===== config.mk =====
export PLATFORM = sky130hd
export DESIGN_NAME = fetch_unit
export DESIGN_NICKNAME = d
export VERILOG_FILES = /design/src/rtl/fetch_unit.sv
export SDC_FILE = /design/constraint.sdc
export NUM_CORES = 1
export LEC_CHECK = 0
export ABC_AREA = 1
export CAP_MARGIN = 15
export CORE_MARGIN = 10
export CORE_UTILIZATION = 62
export DETAILED_ROUTE_END_ITERATION = 8
export PLACE_DENSITY = 0.93
export SETUP_SLACK_MARGIN = 0.5
export SYNTH_ARGS = -nofsm -noshare
export SYNTH_HDL_FRONTEND = slang
export SYNTH_SLANG_ARGS = --single-unit

===== constraint.sdc =====
create_clock -name clk_i -period 10.3 [get_ports clk_i]
set_input_delay 1.03 -clock clk_i [delete_from_list [all_inputs] [get_ports clk_i]]
set_output_delay 1.03 -clock clk_i [all_outputs]
set_load 0.005 [all_outputs]

===== src/rtl/fetch_unit.sv =====
// Instruction fetch front end: owns the PC, issues credit-limited fetches to a
// variable-latency memory, and queues returned instructions in order for decode.
module fetch_unit #(
    parameter int unsigned        XLEN     = 64,
    parameter int unsigned        DEPTH    = 4,
    parameter logic [XLEN-1:0]    RESET_PC = '0
) (
    input  logic            clk_i,
    input  logic            rst_i,
    input  logic            redirect_i,
    input  logic [XLEN-1:0] redirect_pc_i,
    output logic            imem_req_valid_o,
    output logic [XLEN-1:0] imem_req_addr_o,
    input  logic            imem_req_ready_i,
    input  logic            imem_rsp_valid_i,
    input  logic [31:0]     imem_rsp_data_i,
    output logic            id_valid_o,
    output logic [31:0]     id_instr_o,
    output logic [XLEN-1:0] id_pc_o,
    input  logic            id_ready_i
);

    localparam int unsigned PW = $clog2(DEPTH);
    localparam int unsigned CW = $clog2(DEPTH + 1);
    localparam logic [CW:0] DEPTH_W = (CW + 1)'(DEPTH);

    // Architectural state
    logic [XLEN-1:0] pc_q, pc_d;
    logic [CW-1:0]   count_q, count_d;
    logic [CW-1:0]   infl_q, infl_d;
    logic [CW-1:0]   drop_q, drop_d;
    logic [PW-1:0]   rd_q, rd_d;
    logic [PW-1:0]   wr_q, wr_d;
    logic [PW-1:0]   tag_rd_q, tag_rd_d;
    logic [PW-1:0]   tag_wr_q, tag_wr_d;

    // Decode queue and in-flight request PC tags (data only, no reset needed)
    logic [31:0]     q_instr_q [DEPTH];
    logic [XLEN-1:0] q_pc_q    [DEPTH];
    logic [XLEN-1:0] tag_pc_q  [DEPTH];

    logic            req_fire;
    logic            rsp_take;
    logic            pop;
    logic            push;
    logic            tag_push;
    logic [CW:0]     occupancy;

    // Credit: queued plus outstanding fetches never exceed the queue size
    assign occupancy        = {1'b0, count_q} + {1'b0, infl_q};
    assign imem_req_valid_o = !rst_i && !redirect_i && (occupancy < DEPTH_W);
    assign imem_req_addr_o  = pc_q;

    assign id_valid_o = (count_q != '0) && !redirect_i;
    assign id_instr_o = (count_q != '0) ? q_instr_q[rd_q] : 32'h0;
    assign id_pc_o    = (count_q != '0) ? q_pc_q[rd_q]    : '0;

    assign req_fire = imem_req_valid_o && imem_req_ready_i;
    assign rsp_take = imem_rsp_valid_i && (infl_q != '0);
    assign pop      = id_valid_o && id_ready_i;

    always_comb begin
        pc_d     = pc_q;
        count_d  = count_q;
        infl_d   = infl_q;
        drop_d   = drop_q;
        rd_d     = rd_q;
        wr_d     = wr_q;
        tag_rd_d = tag_rd_q;
        tag_wr_d = tag_wr_q;
        push     = 1'b0;
        tag_push = 1'b0;

        if (rsp_take) begin
            tag_rd_d = tag_rd_q + PW'(1);
        end

        if (redirect_i) begin
            // Flush: every request still outstanding after this cycle is stale
            pc_d    = redirect_pc_i;
            count_d = '0;
            rd_d    = '0;
            wr_d    = '0;
            infl_d  = infl_q - CW'(rsp_take);
            drop_d  = infl_q - CW'(rsp_take);
        end else begin
            if (req_fire) begin
                pc_d     = pc_q + XLEN'(4);
                tag_wr_d = tag_wr_q + PW'(1);
                tag_push = 1'b1;
            end
            if (rsp_take) begin
                if (drop_q != '0) begin
                    drop_d = drop_q - CW'(1);
                end else begin
                    push = 1'b1;
                    wr_d = wr_q + PW'(1);
                end
            end
            if (pop) begin
                rd_d = rd_q + PW'(1);
            end
            infl_d  = infl_q + CW'(req_fire) - CW'(rsp_take);
            count_d = count_q + CW'(push) - CW'(pop);
        end
    end

    always_ff @(posedge clk_i or posedge rst_i) begin
        if (rst_i) begin
            pc_q     <= RESET_PC;
            count_q  <= '0;
            infl_q   <= '0;
            drop_q   <= '0;
            rd_q     <= '0;
            wr_q     <= '0;
            tag_rd_q <= '0;
            tag_wr_q <= '0;
        end else begin
            pc_q     <= pc_d;
            count_q  <= count_d;
            infl_q   <= infl_d;
            drop_q   <= drop_d;
            rd_q     <= rd_d;
            wr_q     <= wr_d;
            tag_rd_q <= tag_rd_d;
            tag_wr_q <= tag_wr_d;
        end
    end

    always_ff @(posedge clk_i) begin
        if (push) begin
            q_instr_q[wr_q] <= imem_rsp_data_i;
            q_pc_q[wr_q]    <= tag_pc_q[tag_rd_q];
        end
        if (tag_push) begin
            tag_pc_q[tag_wr_q] <= pc_q;
        end
    end

endmodule

; Word level (Yosys, flattened, before mapping)
; Memory sizes are Yosys's and may differ from the RTL's.
; Cells that the tools add are included.
[word_totals]
ff_bits = 81
output_inout_bits = 162
memories = 3
wordCells = 68
mem_bits_rw = 640
[classes]
n_reduce_logical = 18
n_eq_ne = 1
n_lt_le_gt_ge = 1
bitwise = 1
n_mux = 24
add_sub_neg = 12
[memory_table]
columns = name, words, width, read_ports, rd_ports_with_merged_regs, write_ports, line_no
row1 = q_pc_q, 4, 64, 1, 0, 1, 39  ; logic [XLEN-1:0] q_pc_q [DEPTH];
row2 = tag_pc_q, 4, 64, 1, 0, 1, 40  ; logic [XLEN-1:0] tag_pc_q [DEPTH];
row3 = q_instr_q, 4, 32, 1, 0, 1, 38  ; logic [31:0] q_instr_q [DEPTH];
[ops]
columns = op, n
row1 = $mux 64, 3
row2 = $add 64x3->64 const B, 1
row3 = $mux 32, 1
row4 = $mux 3, 5
row5 = $mux 1, 10
row6 = $mux 2, 5
row7 = $reduce_bool 3->1, 3
row8 = $sub 3x1->3, 3
row9 = $add 2x1->2 const B, 4
row10 = $reduce_bool 2->1, 4
row11 = $add 3x1->3, 2
row12 = $logic_and 1x1->1, 6
row13 = $reduce_and 2->1, 3
row14 = $add 3x3->4, 1
row15 = $lt 4x3->1 const B, 1
row16 = $sub 3x1->3 const B, 1
row17 = $logic_not 1->1, 2
row18 = $ne 2x2->1 const B, 1
row19 = $not 1->1, 1

; Logic depth before layout (Yosys ltp)
[depth]
ltp_word = 8
depth_mapped = 13
depth_no_buf = 13

; Worst setup path after synthesis
; Ideal clock, no wire load.
[synth_path]
path_kind = in2reg
start = input rst_i
end = memory tag_pc_q[0][0], enable pin
setup_ps = 486
path_slack_ps = 3637
stages = 6
arrival_ps = 6177
path_cell_list = inv_1 -> nand2_2 -> nor3_4 -> nand2_4 -> buf_2 -> nor2_1
[synth_via]
elab_chain_len = 8
[synth_lines]
columns = element, line_no
row1 = "start, declared", 9  ; input logic rst_i,
row2 = $logic_not 1->1 (no source line), -
row3 = $logic_and 1x1->1 (2 in series), 51  ; assign imem_req_valid_o = !rst_i && !redirect_i && (occupancy < DEPTH_W);
row4 = via imem_req_valid_o, 12  ; output logic imem_req_valid_o,
row5 = $logic_and 1x1->1, 58  ; assign req_fire = imem_req_valid_o && imem_req_ready_i;
row6 = $mux 1, 87  ; if (req_fire) begin
row7 = $mux 1, 78  ; if (redirect_i) begin
row8 = $mux 1, 135  ; if (tag_push) begin
row9 = $mux 1 (implied by the code), 136  ; tag_pc_q[tag_wr_q] <= pc_q;
row10 = "end, declared", 40
; The timed path passes the listed nets, and every way through them passes these cells.

; Worst setup path after layout
[layout_path]
start = register rd_q[1]
end = output id_pc_o[32]
[layout_via]
elab_chain_len = 2
[layout_lines]
columns = element, line_no
row1 = "start, declared", 32  ; logic [PW-1:0] rd_q, rd_d;
row2 = "start signal, assigned", 123  ; rd_q <= rd_d;
row3 = $mem_v2 4x64, -
row4 = $mux 64, 56  ; assign id_pc_o = (count_q != '0) ? q_pc_q[rd_q] : '0;
row5 = "end, declared", 19  ; output logic [XLEN-1:0] id_pc_o,
; Every way passes these cells.

==> results_dict.tcl <==
set metrics [dict create \
    layout.core_utilization_pct 74.0 \
    avgSynthCellArea_um2 11.1 \
    intPower_uw 6110 \
    crit_path_category "flip-flop to output pin" \
    post_cts_resized 0 \
    placeableCoreArea_um2 47900 \
    yosysWarnings 0 \
    postRouteAntennaNets 0 \
    slew_headroom_pct 24.6 \
    synth.distinct_cells 38 \
    placement_rows 80 \
    grt_overflow_total 0 \
    seqPwrFrac_pct 42.2 \
    hpwl_detailed_um 51300 \
    synth_area_um2 30100 \
    synth_edf_count 640 \
    antenna_violations_before_repair 0 \
    p_sw_share_pct 33.8 \
    critPathRequiredTime_ns 9.27 \
    cts_htree_levels 3 \
    global_route_wire_length_before_repair_um 128000 \
    post_cts_hold_buffer_count 0 \
    placed_cells 3470 \
    io_buffer_count 263 \
    final_layout_size_suffix_gt1_share_pct 5.73 \
    synth_top_area_share_pct 63.7 \
    worstMarginPinSlew_ns 1.13 \
    via_per_inst 6.18 \
    synth_sequential_area_ratio_pct 70.5 \
    postPlaceCellArea_um2 33200 \
    yosysTopAreaCell "sky130_fd_sc_hd__edfxtp_1" \
    timing_max_transition_violations_final 0 \
    final_design_area_no_fill_um2 35500 \
    cts_inserted_buffers 70 \
    fin_nets 3051 \
    share_clk_of_total_power_pct 27.5 \
    setup.reg_to_reg.worst_slack_ns 6.32 \
    p_per_area_nw_per_um2 260 \
    top_level_ports 264 \
    worst_setup_hold_path_clk_slew_ns 0.06 \
    critPathLaunchType "flip-flop" \
    ys_dominant_reg_cell "sky130_fd_sc_hd__edfxtp_1" \
    groute.usage.overall_pct 29.1 \
    max-cap-violations 0 \
    power_uw 9240 \
    worst_ir_drop_vdd_uv 170 \
    min_period_ns 5.02 \
    route.vias.total 22241 \
    yosys_register_bits 721 \
    route.detailed.drc 0 \
    setup_tns_ns 0 \
    status "finished, final reports clean" \
    p_leak_uw 0.0124 \
    worstPathMaxFanout 71 \
    grt_setup_unrepaired "no" \
    layout.cells.non_filler 3598 \
    tritoncts "done" \
    setup_viol 0 \
    async_flop_share_pct 11.2 \
    postSynthNetCount 2827 \
    cts.root.buffer_cell "sky130_fd_sc_hd__clkbuf_16" \
    holdCritPathClass "flip-flop to flip-flop" \
    power.net_switching_uw 3120 \
    synth_area_leaders "sky130_fd_sc_hd__edfxtp_1 64%, sky130_fd_sc_hd__nor2_1 8.1%, sky130_fd_sc_hd__dfrtp_1 6.7%" \
    share_comb_of_total_power_pct 30.3 \
    initial_utilization_pct 62.9 \
    timing.critical_path.arrival_ns 3.99 \
    gp_congestion 0.953 \
    tritoncts_num_sinks 721 \
    hold_violations 0 \
    max_freq_ghz 0.199 \
    routedWlPerCell_um 23.5 \
    grt_start_max_net_pins 111 \
    first_global_vias 21971 \
    flow.area_growth_from_synthesis_pct 17.7 \
    drt_first_pass_iters 6 \
    worstSkewPairLatency_ns 0.61 \
    critPathCaptureType "output pin" \
    die-width_um 241 \
    clockBufferDepth 3 \
    fin_worst_skew_ns 0.0304 \
    die_height_um 241 \
    floorplan.die_area_um2 57800 \
    min_period_over_period_pct 48.8 \
    drt_first_iter_violations 3255 \
    total_length_of_routed_wires_um 84700 \
    post-cts-setup-buffer-count 0 \
    postSynthCellCount 2704 \
]
kinds of logic after synthesis:
kind of cell / Yosys count / synth area share (%)
DFF: 721 / 70.5
AOI/OAI and AO/OA: 541 / 9.38
xor gates and xnor gates: 31 / 0.901
and+or+nand+nor: 1148 / 15.0
adders and majority gates: 21 / 0.921
buffers and inverters: 242 / 3.32
metrics by stage:
stage / setup WS (ns) / hold WS, ns
CTS: 5.22 / 0.597
floorplan: 3.64 / 0.516
finish: 5.28 / 0.601
global placement: 5.50 / 0.538
global route: 4.99 / 0.612
detailed placement: 5.39 / 0.582
layer usage:
layer	GRT usage (%)	up-vias	wire length [µm]
met3	5.89	219	9280
met5	0	-	0
li1	-	9826	-
met1	36.7	10670	30600
met2	48.8	1526	41900
met4	11.4	0	2980
Yosys cell counts, types with 2 or more instances:
| cell | number |
|---|---|
| sky130_fd_sc_hd__a21oi_1 | 100 |
| sky130_fd_sc_hd__a31oi_1 | 2 |
| sky130_fd_sc_hd__and2_1 | 2 |
| sky130_fd_sc_hd__buf_1 | 8 |
| sky130_fd_sc_hd__buf_2 | 29 |
| sky130_fd_sc_hd__buf_4 | 3 |
| sky130_fd_sc_hd__buf_6 | 5 |
| sky130_fd_sc_hd__clkbuf_1 | 90 |
| sky130_fd_sc_hd__clkinv_1 | 2 |
| sky130_fd_sc_hd__dfrtp_1 | 81 |
| sky130_fd_sc_hd__edfxtp_1 | 640 |
| sky130_fd_sc_hd__fa_1 | 2 |
| sky130_fd_sc_hd__ha_1 | 19 |
| sky130_fd_sc_hd__inv_1 | 99 |
| sky130_fd_sc_hd__inv_2 | 3 |
| sky130_fd_sc_hd__nand2_1 | 391 |
| sky130_fd_sc_hd__nand2_2 | 5 |
| sky130_fd_sc_hd__nand2_4 | 2 |
| sky130_fd_sc_hd__nand3_1 | 68 |
| sky130_fd_sc_hd__nand4_1 | 18 |
| sky130_fd_sc_hd__nor2_1 | 648 |
| sky130_fd_sc_hd__nor2_2 | 7 |
| sky130_fd_sc_hd__nor2_4 | 2 |
| sky130_fd_sc_hd__nor3_1 | 2 |
| sky130_fd_sc_hd__o211ai_1 | 9 |
| sky130_fd_sc_hd__o21ai_0 | 355 |
| sky130_fd_sc_hd__o21ai_1 | 5 |
| sky130_fd_sc_hd__o21bai_1 | 4 |
| sky130_fd_sc_hd__o22ai_1 | 64 |
| sky130_fd_sc_hd__or2_2 | 2 |
| sky130_fd_sc_hd__xnor2_1 | 4 |
| sky130_fd_sc_hd__xor2_1 | 27 |
worst max-delay path, stage by stage, from the launching register on:
cell and delay (ns):
sky130_fd_sc_hd__dfrtp_4 0.86, sky130_fd_sc_hd__clkinv_2 0.60, sky130_fd_sc_hd__buf_4 0.55, sky130_fd_sc_hd__nor2_1 0.26
sky130_fd_sc_hd__o21ai_0 0.15, sky130_fd_sc_hd__a21oi_1 0.32, sky130_fd_sc_hd__clkdlybuf4s50_1 0.58
sequential cells by signal, summed over array words and instances (netlist names):
name             cells
count_q              3
tag_rd_q             2
q_pc_q             256
imem_req_addr_o     64
q_instr_q          128
rd_q                 2
tag_pc_q           256
infl_q               3
wr_q                 2
drop_q               3
tag_wr_q             2
layout by cell type (no fill, tap or decap), types with 4 or more instances in the layout:
cell and n:
sky130_fd_sc_hd__clkbuf_8 5, sky130_fd_sc_hd__bufinv_16 5, sky130_fd_sc_hd__a21oi_1 100, sky130_fd_sc_hd__clkinvlp_4 4, sky130_fd_sc_hd__nand4_1 18, sky130_fd_sc_hd__dfrtp_1 78, sky130_fd_sc_hd__edfxtp_1 640, sky130_fd_sc_hd__xnor2_1 4
sky130_fd_sc_hd__nand2_2 5, sky130_fd_sc_hd__o21bai_1 4, sky130_fd_sc_hd__nor2_1 640, sky130_fd_sc_hd__clkinv_2 18, sky130_fd_sc_hd__clkinv_1 10, sky130_fd_sc_hd__o21ai_1 5, sky130_fd_sc_hd__clkbuf_16 72, sky130_fd_sc_hd__buf_4 23
sky130_fd_sc_hd__nand2_1 391, sky130_fd_sc_hd__nor2_4 10, sky130_fd_sc_hd__clkdlybuf4s50_1 262, sky130_fd_sc_hd__inv_1 97, sky130_fd_sc_hd__clkbuf_1 10, sky130_fd_sc_hd__ha_1 19, sky130_fd_sc_hd__o211ai_1 9, sky130_fd_sc_hd__o21ai_0 355
sky130_fd_sc_hd__inv_6 5, sky130_fd_sc_hd__xor2_1 27, sky130_fd_sc_hd__nand3_1 68, sky130_fd_sc_hd__o22ai_1 64, sky130_fd_sc_hd__nor2_2 7
power groups by stage:
stage	sequential (µW)	combinational, µW	clock (µW)
5_1_grt	3910	3030	2660
6_report	3900	2800	2540
3_3_place_gp	3920	2580	0
2_1_floorplan	3820	1480	0
3_5_place_dp	3940	2740	0
4_1_cts	3890	2780	2550
cell type report:
type | instances | area (µm²)
antenna | 1 | 2.50
clock buffer | 87 | 1910
clock inverter | 39 | 353
fill | 2890 | 12500
inverter | 107 | 417
multi-input combinational | 1741 | 7960
sequential | 721 | 21300
tap | 615 | 769
timing repair buffer | 287 | 2830
path summary, 6_finish.rpt:
kind                                  endpoint       from  depth (start not counted)
max                                id_pc_o[32]    rd_q[1]                          6
min                                  drop_q[2]  drop_q[2]                          2
max reg2reg                       q_pc_q[2][4]  infl_q[1]                          5
min reg2reg                          drop_q[2]  drop_q[2]                          2
max in group asynchronous              rd_q[0]      rst_i                          3
min in group asynchronous  imem_req_addr_o[24]      rst_i                          2
Note: power is estimated with default switching activity, not from simulation.
